**config.mk**
```make
export PLATFORM = sky130hd
export DESIGN_NAME = vga_timing_gen_flat
export DESIGN_NICKNAME = d
export VERILOG_FILES = /design/src/rtl/vga_timing_if.sv /design/src/rtl/vga_timing_gen.sv /design/src/flat_wrapper.sv
export SDC_FILE = /design/constraint.sdc
export NUM_CORES = 1
export LEC_CHECK = 0
export ABC_AREA = 1
export BUFFER_PORTS_ARGS = -buffer_cell sky130_fd_sc_hd__buf_2
export CORE_MARGIN = 10
export CORE_UTILIZATION = 51
export CTS_BUF_LIST = sky130_fd_sc_hd__clkbuf_4 sky130_fd_sc_hd__clkbuf_8 sky130_fd_sc_hd__clkbuf_16
export DETAILED_ROUTE_END_ITERATION = 6
export GPL_TIMING_DRIVEN = 0
export PLACE_DENSITY_LB_ADDON = 0.15
export SYNTH_ARGS = -nofsm -noshare
export SYNTH_HDL_FRONTEND = slang
export SYNTH_SLANG_ARGS = --single-unit
```
**constraint.sdc**
```tcl
create_clock -name pclk -period 1.69 [get_ports pclk]
set_input_delay 0 -clock pclk [delete_from_list [all_inputs] [get_ports pclk]]
set_output_delay 0 -clock pclk [all_outputs]
set_load 0.1 [all_outputs]
```
**src/rtl/vga_timing_if.sv**
```systemverilog
// Pixel-timing bundle carried from the timing generator to the draw stages.
// The generator drives it through the master modport and consumers read it through the slave modport.
interface vga_timing_if;
    logic [10:0] hcount_out;
    logic [10:0] vcount_out;
    logic        hsync_out;
    logic        hblnk_out;
    logic        vsync_out;
    logic        vblnk_out;
    logic        frame_start;
    logic [15:0] frame_cnt;

    modport master (
        output hcount_out, vcount_out, hsync_out, hblnk_out,
               vsync_out, vblnk_out, frame_start, frame_cnt
    );

    modport slave (
        input  hcount_out, vcount_out, hsync_out, hblnk_out,
               vsync_out, vblnk_out, frame_start, frame_cnt
    );
endinterface

```
**src/rtl/vga_timing_gen.sv**
```systemverilog
// VGA raster timing generator: pixel/line counters with registered sync and blank decode,
// plus a start-of-frame pulse and a completed-frame counter.
module vga_timing_gen #(
    parameter int   H_ACTIVE = 1024,
    parameter int   H_FP     = 24,
    parameter int   H_SYNC   = 136,
    parameter int   H_BP     = 160,
    parameter int   V_ACTIVE = 768,
    parameter int   V_FP     = 3,
    parameter int   V_SYNC   = 6,
    parameter int   V_BP     = 29,
    parameter logic SYNC_POL = 1'b0
) (
    input  logic         pclk,
    input  logic         rst,
    input  logic         en,
    vga_timing_if.master vga
);

    localparam logic [10:0] H_LAST   = 11'(H_ACTIVE + H_FP + H_SYNC + H_BP - 1);
    localparam logic [10:0] V_LAST   = 11'(V_ACTIVE + V_FP + V_SYNC + V_BP - 1);
    localparam logic [10:0] H_ACT    = 11'(H_ACTIVE);
    localparam logic [10:0] V_ACT    = 11'(V_ACTIVE);
    localparam logic [10:0] HS_FIRST = 11'(H_ACTIVE + H_FP);
    localparam logic [10:0] HS_LAST  = 11'(H_ACTIVE + H_FP + H_SYNC - 1);
    localparam logic [10:0] VS_FIRST = 11'(V_ACTIVE + V_FP);
    localparam logic [10:0] VS_LAST  = 11'(V_ACTIVE + V_FP + V_SYNC - 1);

    function automatic logic in_range(input logic [10:0] v, input logic [10:0] lo,
                                      input logic [10:0] hi);
        return (v >= lo) && (v <= hi);
    endfunction

    function automatic logic sync_level(input logic active);
        return active ? SYNC_POL : ~SYNC_POL;
    endfunction

    logic [10:0] hcount_r;
    logic [10:0] vcount_r;
    logic        hsync_r;
    logic        hblnk_r;
    logic        vsync_r;
    logic        vblnk_r;
    logic        frame_start_r;
    logic [15:0] frame_cnt_r;

    logic [10:0] hcount_nx_s;
    logic [10:0] vcount_nx_s;
    logic        wrap_s;

    // Next raster position; wrap_s marks the step from the last pixel of a frame back to (0,0).
    always_comb begin
        hcount_nx_s = hcount_r;
        vcount_nx_s = vcount_r;
        wrap_s      = 1'b0;
        if (hcount_r == H_LAST) begin
            hcount_nx_s = 11'd0;
            if (vcount_r == V_LAST) begin
                vcount_nx_s = 11'd0;
                wrap_s      = 1'b1;
            end else begin
                vcount_nx_s = vcount_r + 11'd1;
            end
        end else begin
            hcount_nx_s = hcount_r + 11'd1;
        end
    end

    // Counter and output registers; sync/blank decode the next position so they align with the counts.
    always_ff @(posedge pclk) begin
        if (!rst) begin
            hcount_r      <= 11'd0;
            vcount_r      <= 11'd0;
            hsync_r       <= ~SYNC_POL;
            hblnk_r       <= 1'b0;
            vsync_r       <= ~SYNC_POL;
            vblnk_r       <= 1'b0;
            frame_start_r <= 1'b0;
            frame_cnt_r   <= 16'd0;
        end else if (en) begin
            hcount_r      <= hcount_nx_s;
            vcount_r      <= vcount_nx_s;
            hsync_r       <= sync_level(in_range(hcount_nx_s, HS_FIRST, HS_LAST));
            hblnk_r       <= (hcount_nx_s >= H_ACT);
            vsync_r       <= sync_level(in_range(vcount_nx_s, VS_FIRST, VS_LAST));
            vblnk_r       <= (vcount_nx_s >= V_ACT);
            frame_start_r <= wrap_s;
            frame_cnt_r   <= wrap_s ? (frame_cnt_r + 16'd1) : frame_cnt_r;
        end else begin
            frame_start_r <= 1'b0;
        end
    end

    assign vga.hcount_out  = hcount_r;
    assign vga.vcount_out  = vcount_r;
    assign vga.hsync_out   = hsync_r;
    assign vga.hblnk_out   = hblnk_r;
    assign vga.vsync_out   = vsync_r;
    assign vga.vblnk_out   = vblnk_r;
    assign vga.frame_start = frame_start_r;
    assign vga.frame_cnt   = frame_cnt_r;

endmodule
```
**src/flat_wrapper.sv**
```systemverilog
// flat-port wrapper written by rule: the top's interface ports become plain ports
module vga_timing_gen_flat 
#(
    parameter int   H_ACTIVE = 1024,
    parameter int   H_FP     = 24,
    parameter int   H_SYNC   = 136,
    parameter int   H_BP     = 160,
    parameter int   V_ACTIVE = 768,
    parameter int   V_FP     = 3,
    parameter int   V_SYNC   = 6,
    parameter int   V_BP     = 29,
    parameter logic SYNC_POL = 1'b0
)
  (pclk, rst, en, vga_hcount_out, vga_vcount_out, vga_hsync_out, vga_hblnk_out, vga_vsync_out, vga_vblnk_out, vga_frame_start, vga_frame_cnt);
  vga_timing_if vga_i ();
  input  logic pclk;
  input  logic rst;
  input  logic en;
  output wire logic [$bits(vga_i.hcount_out)-1:0] vga_hcount_out;
  output wire logic [$bits(vga_i.vcount_out)-1:0] vga_vcount_out;
  output wire logic [$bits(vga_i.hsync_out)-1:0] vga_hsync_out;
  output wire logic [$bits(vga_i.hblnk_out)-1:0] vga_hblnk_out;
  output wire logic [$bits(vga_i.vsync_out)-1:0] vga_vsync_out;
  output wire logic [$bits(vga_i.vblnk_out)-1:0] vga_vblnk_out;
  output wire logic [$bits(vga_i.frame_start)-1:0] vga_frame_start;
  output wire logic [$bits(vga_i.frame_cnt)-1:0] vga_frame_cnt;
  assign vga_hcount_out = vga_i.hcount_out;
  assign vga_vcount_out = vga_i.vcount_out;
  assign vga_hsync_out = vga_i.hsync_out;
  assign vga_hblnk_out = vga_i.hblnk_out;
  assign vga_vsync_out = vga_i.vsync_out;
  assign vga_vblnk_out = vga_i.vblnk_out;
  assign vga_frame_start = vga_i.frame_start;
  assign vga_frame_cnt = vga_i.frame_cnt;
  vga_timing_gen #(.H_ACTIVE(H_ACTIVE), .H_FP(H_FP), .H_SYNC(H_SYNC), .H_BP(H_BP), .V_ACTIVE(V_ACTIVE), .V_FP(V_FP), .V_SYNC(V_SYNC), .V_BP(V_BP), .SYNC_POL(SYNC_POL)) u_core (.pclk(pclk), .rst(rst), .en(en), .vga(vga_i));
endmodule
```
* After elaboration in Yosys (flattened, before gate mapping)
Cells that the tools add are included.
** Storage, ports and cells
- Bits in registers :: 43
- Latch bits :: 0
- RAM bits :: 0
- Memory bits (read-only) :: 0
- Output and inout port bits :: 43
- Word-level logic and storage cells :: 30
- Memories :: 0
** Cells by class
- $add $sub $neg :: 3
- Multiply operators :: 0
- Divide/modulo/power cells :: 0
- Order comparisons :: 6
- Equal/unequal tests :: 2
- Shifts and indexed selects :: 0
- Mux-type cells :: 7
- Bitwise logic cells :: 0
- Reductions and logical operators :: 4
** Operator list (count)
- two-way mux 11 bit :: 3
- adder 11 x 1 -> 11 bit (second input constant) :: 2
- >= comparator 11 x 10 -> 1 bit (second input constant) :: 2
- >= comparator 11 bit (second input constant) :: 2
- adder 16 x 1 -> 16 bit (second input constant) :: 1
- equality test 11 x 10 -> 1 bit (second input constant) :: 1
- equality test 11 bit (second input constant) :: 1
- <= comparator 11 x 10 -> 1 bit (second input constant) :: 1
- <= comparator 11 bit (second input constant) :: 1
- two-way mux 1 bit :: 4
- AND reduction 2 bit :: 2
- logical AND 1 bit :: 2

* Longest topological paths before layout
Gate-level depths: netlist (run 1).
- Depth in word-level cells :: 6
- Mapped depth :: 15
- Depth with buffers taken out :: 15

* Worst setup path after synthesis (run 1)
OpenSTA, ideal clock, no wires.
- Path type :: reg2reg
- From :: reg u_core.hcount_r[0] (netlist: u_core.vga.hcount_out[0])
- To :: reg u_core.frame_cnt_r[7] (netlist: u_core.vga.frame_cnt[7])
- Setup time :: 0.132 ns
- Data arrival time :: 2.398 ns
- Required time :: 1.558 ns
- Slack :: -0.839 ns
- Cell stages (with the launch flop) :: 11
- Path buffers :: 0
- Clock period less this slack :: 2.529 ns
- Cells stage by stage :: dfxtp_1 > ha_1 > nand3_2 > nor2_4 > nand2_4 > nor2_4 > nand2_4 > nor2_4 > nand2_1 > nor3_1 > nor3_1
** On the way
- Cells in the longest elaborated chain, start to end :: 3
** RTL lines
- from (decl) :: RTL line vga_timing_gen.sv:38 : logic [10:0] hcount_r;
- from (signal assigned) :: RTL line vga_timing_gen.sv:81 : hcount_r <= hcount_nx_s;
- equality test 11 bit :: RTL line vga_timing_gen.sv:56 : if (hcount_r == H_LAST) begin
- two-way mux 1 bit :: RTL line vga_timing_gen.sv:56
- AND reduction 2 bit (no source line)
- to (signal assigned) :: RTL line vga_timing_gen.sv:88 : frame_cnt_r <= wrap_s ? (frame_cnt_r + 16'd1) : frame_cnt_r;
- to (decl) :: RTL line vga_timing_gen.sv:45 : logic [15:0] frame_cnt_r;
Every way passes these cells.
A chain may end at the register's enable or synchronous reset.

* Final worst setup path (run 1)
- From :: reg u_core.hcount_r[1] (netlist: u_core.vga.hcount_out[1])
- To :: reg u_core.vsync_r (netlist: u_core.vga.vsync_out)
** On the way
- Cells in the longest elaborated chain, start to end :: 5
- Elaborated cells on any way between the ends :: 6
- Those cells by class :: order compare (2); eq/ne (1); mux (2); reduce/logical (1)
** RTL lines
- equality test 11 bit (*) :: RTL line vga_timing_gen.sv:56
- two-way mux 11 bit (*) :: RTL line vga_timing_gen.sv:56
- >= comparator 11 x 10 -> 1 bit or <= comparator 11 x 10 -> 1 bit (tied branches) :: RTL line vga_timing_gen.sv:31 : return (v >= lo) && (v <= hi);
- logical AND 1 bit (*) :: RTL line vga_timing_gen.sv:31
- two-way mux 1 bit (*) :: RTL line vga_timing_gen.sv:35 : return active ? SYNC_POL : ~SYNC_POL;
- to (signal assigned) :: RTL line vga_timing_gen.sv:76 : vsync_r <= ~SYNC_POL;
- to (signal assigned) :: RTL line vga_timing_gen.sv:85 : vsync_r <= sync_level(in_range(vcount_nx_s, VS_FIRST, VS_LAST));
- to (decl) :: RTL line vga_timing_gen.sv:42 : logic vsync_r;
Every way passes the cells marked *; elsewhere a longest branch is shown, timed or not.

==> metrics.txt, run 1 <==
Ant. Diodes 0; largest net degree at the start of global routing 14; via count 3058; post-route setup slack -90.81 ps; die width 92.81 microns; synthesis-to-layout area growth 33.78%; CTS Root Cell clkbuf_8; crit-path max FO 8; cts bufs inserted 5; Syn Area/Cell 6.392 sq um; VDD IR max 0.4399 mV; CTS Buffer Depth 2; routability cong. 0.9580; crit path DAT 1970 ps; die height 92.81 microns; first-pass GRT wire length 12970 microns; final antenna-violating net count 0; Crit path largest cell delay 370 ps; crit-path cells ha_4 > nand2_4 > nor2_4 > nand2_4 > nor2_8 > buf_8 > nand2_4 > nand2_2 > nand2_1 > clkinv_1 > nand2_1 > nor2_2 > nand2_1 > nand2_1 > nand2_1; fin crit period 1781 ps; CTS tree done; clk slew on worst S/H paths 80 ps; post-route insts no fill 567; Synth Cell Area 2704 sq um; HP Class in2reg; syn nets 431; GRT Total Usage 0.1816; Sink Count 43; Yosys reg bits 43; full die area 8614 sq um; DP Wirelength 5737 microns; fmax 561.5 MHz; TritonRoute pass-1 iters 5; failing checks negative setup slack; fill cell count 435; Core Region 5140 sq um; multi-input logic area 1824 sq um; CP max-delay cell dfxtp_4; Starting Density 0.5260; Cells after Synth 423; Layout Nets 504; CP required 1880 ps; leak pwr 1.712 nW; period utilisation layout 1.054; H-tree depth 2; placed cells 537; FP Rows 26; IO Port Bufs 44; buffers plus inverters on the worst setup path 2; synth unique cells 34; clock skew 6.483 ps; share of cells above drive strength 1 0.3561; top cells by area, synth dfxtp_1, nand2_1, inv_1; DRC violations left 0; total grt overflow 0; register area share after synthesis 0.3184; Wirelength per Cell 14.62 microns; largest area contributor in the netlist dfxtp_1; Worst slew margin 0.5945; crit start category flop; CP top delay family simple AND/OR/NAND/NOR gates; register area 947.2 sq um; number of global-route vias before repair 2765; type of the worst setup path reg2reg; RSZ-0062 raised after global routing yes; clk_lat worst skew 290 ps; final-report setup violation count 16; DRT iter0 DRCs 220; area fraction of the dominant cell type after synthesis 0.3184; io pins 46; synth warn 0; Final Max Tran Viols 0; Hold WS 240.1 ps; Hold Vio Cnt, Final 0; outcome finished, violations left; Critical Path Sink Type flop; mean number of vias per cell 5.393; pwr/cell area 586.8 nW/um^2; Most common cell on crit path nand2_1; final wirelength 8291 microns; initial antenna violation count 0; max_cap viols 0; Slew @ Worst Pin 608.3 ps
==> per-stage QoR <==
step | instance area [sq um] | util | total power [mW] | setup slack (ps) | setup TNS [ps]
2_1_floorplan | 2829 | - | 1.370 | -149.7 | -1016
3_3_place_gp | 3137 | 0.6103 | 1.435 | -142.4 | -790.5
3_5_place_dp | 3137 | 0.6103 | 1.440 | -152.8 | -1030
4_1_cts | 3407 | 0.6629 | 2.116 | -39.26 | -85.27
5_1_grt | 3617 | 0.7037 | 2.216 | -181.6 | -2540
6_report | 3617 | 0.7037 | 2.122 | -90.81 | -415.1
==> area by class of cell <==
| type | count | area share |
|---|---|---|
| multi-input combinational | 313 | 0.5043 |
| sequential | 43 | 0.2618 |
| timing repair buffer | 67 | 0.1114 |
| inverter | 55 | 0.05811 |
| tap | 70 | 0.02421 |
| clock buffer | 6 | 0.02110 |
| buffer | 11 | 0.01591 |
| clock inverter | 2 | 0.003113 |
==> tightest hold or removal path: cells and delay by family <==
kind,cells,cell delay [ps]
AOI/OAI and AO/OA,2,260
buffers and inverters,1,230
==> worst paths after layout <==
kind                              endpoint  depth (start not counted)  slack [ps]                startpoint
hold / removal    u_core.vga.hcount_out[0]                          3         240                        en
hold reg to reg       u_core.vga.hblnk_out                          2         470      u_core.vga.hblnk_out
setup / recovery      u_core.vga.vsync_out                         15         -90  u_core.vga.hcount_out[1]
setup reg to reg      u_core.vga.vsync_out                         15         -90  u_core.vga.hcount_out[1]
==> cells in the final DEF, fill, tap and decap left out, types with 5 or more instances in the layout <==
| cell type | instances |
|---|---|
| clkbuf_8 | 5 |
| dfxtp_1 | 6 |
| nand2_4 | 6 |
| nor3_1 | 11 |
| nand2_1 | 108 |
| nand3_1 | 27 |
| xor2_1 | 7 |
| inv_2 | 5 |
| nor2_2 | 12 |
| o21ai_0 | 12 |
| o21ai_1 | 7 |
| clkbuf_1 | 5 |
| dfxtp_4 | 16 |
| inv_1 | 47 |
| xnor2_1 | 6 |
| a21oi_1 | 34 |
| nor2_4 | 10 |
| dfxtp_2 | 21 |
| buf_2 | 45 |
| nor2_1 | 24 |
| nand4_1 | 7 |
| buf_4 | 20 |
| nand2_2 | 10 |
==> state kept, by name (all words and copies together) (netlist names) <==
| register | flops |
|---|---|
| u_core.vga.frame_cnt | 16 |
| u_core.vga.frame_start | 1 |
| u_core.vga.hblnk_out | 1 |
| u_core.vga.hcount_out | 11 |
| u_core.vga.hsync_out | 1 |
| u_core.vga.vblnk_out | 1 |
| u_core.vga.vcount_out | 11 |
| u_core.vga.vsync_out | 1 |
==> cells in the mapped netlist (all sizes together) <==
| library cell | n |
|---|---|
| a21oi | 34 |
| o21bai | 1 |
| o211ai | 2 |
| dfxtp | 43 |
| nand3b | 3 |
| clkinv | 2 |
| a31oi | 3 |
| a211oi | 1 |
| buf | 6 |
| nor3 | 14 |
| nand2 | 124 |
| clkbuf | 6 |
| nor4 | 1 |
| and2 | 1 |
| xor2 | 9 |
| xnor2 | 7 |
| nand4 | 7 |
| inv | 53 |
| nand3 | 33 |
| and3 | 1 |
| ha | 5 |
| o21ai | 20 |
| nor2 | 47 |
==> power by group <==
| part | internal (mW) | total, mW | switching (mW) |
|---|---|---|---|
| clock network | 0.307 | 0.665 | 0.359 |
| registers | 1.02 | 1.06 | 0.0351 |
| logic | 0.0834 | 0.401 | 0.318 |
| total | 1.41 | 2.12 | 0.711 |
==> metal layers <==
metal,share of wire,up-vias,track usage
met4,0.015,0,0.05784
met5,0,-,0
met2,0.46,134,0.2745
met3,0.089,15,0.04520
li1,-,1508,-
met1,0.43,1401,0.2460
==> cell families after synthesis <==
group,count (synthesis),share of synthesized area
flip-flops,43,0.3184
AND/OR/NAND/NOR,231,0.3915
adder cells (fa/ha/maj),5,0.02314
XOR/XNOR,16,0.05183
AO/OA/AOI/OAI,61,0.1180
buffers and inverters,67,0.09718
==> timing repair <==
action,in CTS,in global routing
gates cloned,0,0
resized for setup,16,40
setup buffers,15,7
pin swaps,18,17
endpoints found under the hold margin,2,0
hold buffers,1,0
setup endpoints to repair,18,26
Note: power is estimated with default switching activity, not from simulation.
==> run 2, diff against run 1 <==
PLACE_DENSITY = 0.76   (was unset)
PLACE_DENSITY_LB_ADDON = unset   (was 0.15)
RECOVER_POWER = 25   (was unset)
==> metrics.txt, run 2 (same netlist as run 1, synthesis figures left out) <==
GRT Total Usage 0.1833; number of global-route vias before repair 2850; Wirelength per Cell 14.66 microns; largest net degree at the start of global routing 15; cts bufs inserted 5; synthesis-to-layout area growth 33.69%; RSZ-0062 raised after global routing yes; final wirelength 8328 microns; full die area 8614 sq um; Setup TNS -488.8 ps; type of the worst setup path reg2reg; power consumption 2.218 mW; buffers plus inverters on the worst setup path 0; Sink Count 43; HP Class in2reg; Final Max Tran Viols 0; TritonRoute pass-1 iters 5; routability cong. 0.9552; final antenna-violating net count 0; failing checks negative setup slack; Starting Density 0.5260; first-pass GRT wire length 13270 microns; CTS Root Cell clkbuf_8; Flop pwr share 0.477; io pins 46; Layout Nets 505; total grt overflow 0; fin crit period 1820 ps; design area 3615 sq um; post-route insts no fill 568; most frequent cells in the layout nand2_1, inv_1, a21oi_1; mean number of vias per cell 5.396; CP top delay family simple AND/OR/NAND/NOR gates; Most common cell on crit path nand2_1; placed cells 537; Crit path largest cell delay 370 ps; die height 92.81 microns; P_sw 734.3 uW; H-tree depth 2; DP Wirelength 5757 microns; Slew @ Worst Pin 546.3 ps; Comb power frac 0.176; Ant. Diodes 0; initial antenna violation count 0; die width 92.81 microns; period utilisation layout 1.077; crit path DAT 2020 ps; Net Sw Frac 0.3310; Hold Vio Cnt, Final 0; Int Pwr 1.484 mW; pwr/cell area 613.6 nW/um^2; clock skew 5.992 ps; Critical Path Sink Type flop; clk_lat worst skew 300 ps; DRC violations left 0; VDD IR max 0.4990 mV; DRT iter0 DRCs 258; share of cells above drive strength 1 0.3454; crit-path cells ha_4 > nand2_4 > nor2_4 > nand2_4 > nor2_8 > nand2_2 > nand2_2 > nand2_2 > nor2_2 > nand2_1 > nor2_2 > nand2_1 > nand2_1 > nand2_1; FP Rows 26; post-route setup slack -130.4 ps; fmax 549.3 MHz; crit start category flop; Placed Area 3137 sq um; Worst slew margin 0.6358; outcome finished, violations left; final-report setup violation count 8; clock power share 0.348; CTS Buffer Depth 2; leak pwr 1.694 nW; max reg flops 16; CTS tree done; CP required 1890 ps; crit-path max FO 6; clk slew on worst S/H paths 90 ps; max_cap viols 0; via count 3065; CP max-delay cell dfxtp_4; Core Region 5140 sq um; commonest non-fill, non-tap cell in the layout nand2_1; Place WS -192.4 ps; IO Port Bufs 44
==> run 2: final timing paths <==
kind / startpoint / to / slack, ps / cells past startpoint
min: en / u_core.vga.hcount_out[0] / 200 / 3
max reg2reg: u_core.vga.hcount_out[1] / u_core.vga.vsync_out / -130 / 14
min reg2reg: u_core.vga.hblnk_out / u_core.vga.hblnk_out / 470 / 2
max: u_core.vga.hcount_out[1] / u_core.vga.vsync_out / -130 / 14
==> run 2: repair_timing <==
action                                 4_1_cts  5_1_grt
pin swaps                                   15       25
gates resized for setup                     15       32
endpoints found under the hold margin        2        0
buffers inserted                            12       12
hold buffers                                 1        0
setup endpoints to repair                   18       24
==> run 2: metrics by stage <==
| stage | hold slack (ps) | utilization |
|---|---|---|
| after CTS | 184.6 | 0.6633 |
| after global routing | 268.7 | 0.7033 |
| after detailed placement | 296.5 | 0.6103 |
| after floorplan | 152.4 | - |
| after global placement | 296.8 | 0.6103 |
| final | 199.9 | 0.7033 |
==> run 2: cell type report <==
cell class              instances  area [sq um]
multi-input cells             313          1798
fillers                       469          1525
flip-flops and latches         43         947.2
repair buffers                 68         406.6
inverters                      55         210.2
clock buffers                   6         93.84
well taps                      70         87.58
plain buffers                  11         57.56
clock inverters                 2         13.76
==> run 2: layer usage <==
metal | GRT usage | part of all wire | vias to the layer above
li1 | - | - | 1505
met1 | 0.2376 | 0.44 | 1428
met2 | 0.2991 | 0.47 | 117
met3 | 0.04116 | 0.071 | 15
met4 | 0.04627 | 0.016 | 0
met5 | 0 | 0 | -
==> run 2: worst reg2reg max path: cells and delay by family, from the launching register on <==
family / cells / cell delay (ps)
AND/OR/NAND/NOR: 13 / 1190
flip-flops: 1 / 370
adder cells (fa/ha/maj): 1 / 170
==> run 2: power groups by stage <==
| stage | sequential (mW) | clock, mW | combinational (mW) |
|---|---|---|---|
| after floorplan | 1.24 | 0 | 0.127 |
| after global placement | 1.08 | 0 | 0.361 |
| after detailed placement | 1.08 | 0 | 0.364 |
| after CTS | 1.05 | 0.777 | 0.384 |
| after global routing | 1.06 | 0.815 | 0.419 |
| final | 1.06 | 0.771 | 0.390 |
